`config.mk`:
```
export PLATFORM = sky130hd
export DESIGN_NAME = mux8way16
export DESIGN_NICKNAME = d
export VERILOG_FILES = /design/src/rtl/mux8way16.sv
export SDC_FILE = /design/constraint.sdc
export NUM_CORES = 1
export LEC_CHECK = 0
export CORE_ASPECT_RATIO = 0.7
export CORE_MARGIN = 2
export CORE_UTILIZATION = 30
export DETAILED_ROUTE_END_ITERATION = 7
export HOLD_SLACK_MARGIN = 0.1
export PLACE_DENSITY_LB_ADDON = 0.12
export SLEW_MARGIN = 20
export SYNTH_ARGS = -nofsm -noshare
export SYNTH_HDL_FRONTEND = slang
export SYNTH_SLANG_ARGS = --single-unit
```
`constraint.sdc`:
```
create_clock -name clk -period 1.92 [get_ports clk]
set_input_delay 0.384 -clock clk [delete_from_list [all_inputs] [get_ports clk]]
set_output_delay 0.384 -clock clk [all_outputs]
set_load 0.1 [all_outputs]
```
`src/rtl/mux8way16.sv`:
```
// Hack 8-way 16-bit multiplexer: a three-level tree of 2-way word muxes, each
// made of gate-level bit cells, plus a synchronously cleared registered output.

module mux_bit (
    input  logic x,
    input  logic y,
    input  logic s,
    output logic out
);
    logic s_n;
    logic x_pass;
    logic y_pass;

    assign s_n    = ~s;
    assign x_pass = x & s_n;
    assign y_pass = y & s;
    assign out    = x_pass | y_pass;
endmodule

module mux2way16 (
    input  logic [15:0] x,
    input  logic [15:0] y,
    input  logic        s,
    output logic [15:0] out
);
    for (genvar i = 0; i < 16; i++) begin : g_bit
        mux_bit u_bit (
            .x   (x[i]),
            .y   (y[i]),
            .s   (s),
            .out (out[i])
        );
    end
endmodule

module mux8way16 (
    input  logic        clk,
    input  logic        reset,
    input  logic [15:0] a,
    input  logic [15:0] b,
    input  logic [15:0] c,
    input  logic [15:0] d,
    input  logic [15:0] e,
    input  logic [15:0] f,
    input  logic [15:0] g,
    input  logic [15:0] h,
    input  logic [2:0]  sel,
    output logic [15:0] out,
    output logic [15:0] out_q
);
    logic [15:0] ab, cd, ef, gh;
    logic [15:0] abcd, efgh;
    logic [15:0] out_d;

    mux2way16 u_ab (.x(a), .y(b), .s(sel[0]), .out(ab));
    mux2way16 u_cd (.x(c), .y(d), .s(sel[0]), .out(cd));
    mux2way16 u_ef (.x(e), .y(f), .s(sel[0]), .out(ef));
    mux2way16 u_gh (.x(g), .y(h), .s(sel[0]), .out(gh));

    mux2way16 u_abcd (.x(ab), .y(cd), .s(sel[1]), .out(abcd));
    mux2way16 u_efgh (.x(ef), .y(gh), .s(sel[1]), .out(efgh));

    mux2way16 u_out (.x(abcd), .y(efgh), .s(sel[2]), .out(out));

    // Reset forces a constant so an unknown sel cannot leak X into the register.
    always_comb begin
        out_d = out;
        if (reset) begin
            out_d = '0;
        end
    end

    always_ff @(posedge clk) begin
        out_q <= out_d;
    end
endmodule

```
==> metrics list <==
* Overflow left after global routing: 0
- The max-slew violation count was 0.
- Vias per std cell: 4.980
- Power per unit of standard cell area: 528.2 mW/mm^2
- Min-delay src: e[12]
- # nets final: around 510
* Registers with the most flip-flops: out_q x16
- Synthesis inferred 16 register bits.
* Synth unique cells: 19
* Arrival time reported for the critical path endpoint: 1610 ps
- The routed layout has 2211 vias.
* Crit share post-route: 1.037
* Total routed wirelength: between 8000 and 9000 um
- The number of nets handed over by synthesis was 313.
* Crit Path Class: in2out
- Cell Rows: 22
- Max transition margin: 0.6074
- Commonest cells after routing, fill and taps aside: clkdlybuf4s50_1 (106), buf_4 (54), mux2i_1 (26)
- Of the cells placed in the final design, the portion with a size suffix greater than 1 is 0.4677.
- The register with the most flip-flops in the layout has 16 of them.
- The number of hold violations in the final report is 0.
* Area growth, synth to finish: 160.0%
- Kind of start point of the critical path: input pin
- In this run, CTS created clock tree buffers numbering 3.
- Critical path origin: f[14]
- The share of synthesized area in the top cell type comes to 0.2076.
* Final routed DRC violation total: 0
- The HPWL after detailed placement is 5410 um.
- Summed negative setup slack over all endpoints: -71.40 ps
* Failing checks: negative setup slack
* Number of sinks driven by the clock tree: 16
- Global-route wire length before repair: roughly 11000 um
* Iteration count of the initial detailed-routing pass: 4
* Post-Place Setup Slack: -717.0 ps
* Number of setup violations in the final report: 1
- Count of warnings emitted by yosys: 0
- Number of design-rule violations left by the first detailed-router iteration: 73
* Per-cell routed wire length: 18.02 um
- Highest net fanout along the worst path: 2
- Static leakage power: 1.962 nW
- Synthesis produced a netlist whose cell count is 180.
- Summed over all instances, the cell type with the most area after synthesis is mux2_2.
* Cell at the root of the clock tree: clkbuf_8
* Area inside the core boundary: 0.005313 mm^2
- Across every metal layer, demand over resource in global routing totals 0.2294.
* Highest Clock Rate: 0.5022 GHz
- The path class of the tightest hold or removal check is in2reg.
- Biggest area contributors in the synthesized netlist: mux2_2 (21%), dfxtp_1 (19%), mux2i_1 (17%)
* Maximum capacitance violations: 0
* Min Tclk post-route: 1991 ps
* Vias in the first global route: 2207
* Die Ht: roughly 67 um
- CTS tree: yes
- Maximum buffer depth of the clock tree: 2
* Outcome: complete, but fails checks
- For this configuration, the core starts out at a cell density of 0.3165.
- # port buffers: 164
- In this run the mean area of a mapped cell was roughly 9.3 um^2.
- Unrepaired setup endpoints after global routing: yes
* Largest net degree at the start of global routing: 28
- Worst slew pin tran: 587.1 ps
* Critical Path Sink: out[14]
* Global placement routability congestion: 0.8156
- The floorplan step set the die width to slightly above 90 um.
- After clock tree synthesis, the clock-pin slew on the worst setup and hold paths is 70 ps.
* Count of nets left with antenna violations after detail routing: 0
- Worst endpoint required time: 1540 ps
- Boundary pin count: roughly 170
* Mapped cell area: 0.001682 mm^2
* Most common cell after layout, fill and taps aside: clkdlybuf4s50_1
* Initial antenna violation count: 0
* Type of element capturing the critical path: primary output
- Of the synthesized area, sequential elements account for 0.1905.
- Once placement finished, the instance area stood at 0.003595 mm^2.
* Top reg by flops: out_q
- Peak supply drop: 0.2815 mV
- Antenna cells: 0
* Total die area: a little over 0.006 mm^2
- The finished cells cover 0.004372 mm^2.
- Final critical-path setup slack: -71.40 ps
- Htree depth: 1
- Final core area utilization: 0.8229
-- per-stage QoR --
stage / hold WS [ps] / total power [mW] / cells
3_5_place_dp: 881.7 / 1.781 / 421
2_1_floorplan: 452.9 / 1.227 / 180
5_1_grt: 644.9 / 2.391 / 444
3_3_place_gp: 879.9 / 1.773 / 421
4_1_cts: 735.8 / 2.239 / 430
6_report: 625.5 / 2.309 / 444
-- kinds of logic after synthesis --
logic type	after synthesis	synth area share
simple gates	33	0.09301
buf+inv	31	0.1510
mux	60	0.3809
flops	16	0.1905
compound gates	40	0.1845
-- routing by layer --
metal / vias to the layer above / part of all wire / track usage
met5: - / 0 / 0
met4: 0 / 0.0074 / 0.04228
met3: 6 / 0.11 / 0.07014
met2: 119 / 0.51 / 0.4200
met1: 1026 / 0.38 / 0.2670
li1: 1060 / - / -
-- report_power, final --
group / switching [mW] / internal [mW]
Combinational: 0.890 / 0.737
Sequential: 0.0107 / 0.364
Clock: 0.125 / 0.182
-- worst min-delay path by stage --
stage / cells past startpoint / slack (ps) / endpoint
2_1_floorplan: 1 / 450 / out_q[4]$_SDFF_PP0_
6_report: 4 / 630 / out_q[12]$_SDFF_PP0_
3_5_place_dp: 1 / 880 / out_q[8]
3_3_place_gp: 1 / 880 / out_q[2]
5_1_grt: 4 / 640 / out_q[12]$_SDFF_PP0_
4_1_cts: 4 / 740 / out_q[3]$_SDFF_PP0_
-- synth_stat cells --
cell and number:
mux2_2 31, mux2i_1 28, buf_4 17, dfxtp_1 16
o22ai_1 16, nor2_1 13, a22o_1 12, nor3_1 12
a211oi_1 8, clkbuf_1 6, nor2b_1 5, a2111oi_1 3
buf_12 3, buf_6 3, buf_2 2, nand2b_1 2
a2111oi_2 1, mux2_1 1, nand2_1 1
-- final cells by class --
cell class | count | area [um^2]
Tap cell | 72 | 90.09
Sequential cell | 16 | 320.3
Timing Repair Buffer | 219 | 2371
Fill cell | 319 | 940.9
Clock buffer | 4 | 55.05
Multi-Input combinational cell | 133 | 1535
-- critical path, stage by stage --
cell	delay [ps]
clkdlybuf4s50_1	490
mux2_4	170
o22ai_4	80
a211oi_4	280
buf_12	210
-- what timing repair did --
item                                    4_1_cts  5_1_grt
gates resized for setup                     102       38
pin swaps                                    20       24
buffers inserted                              4       14
hold buffers                                  0        0
cloned                                        2        1
endpoints found under the setup margin       19       16
No activity file was read; power rests on OpenSTA's default activity.
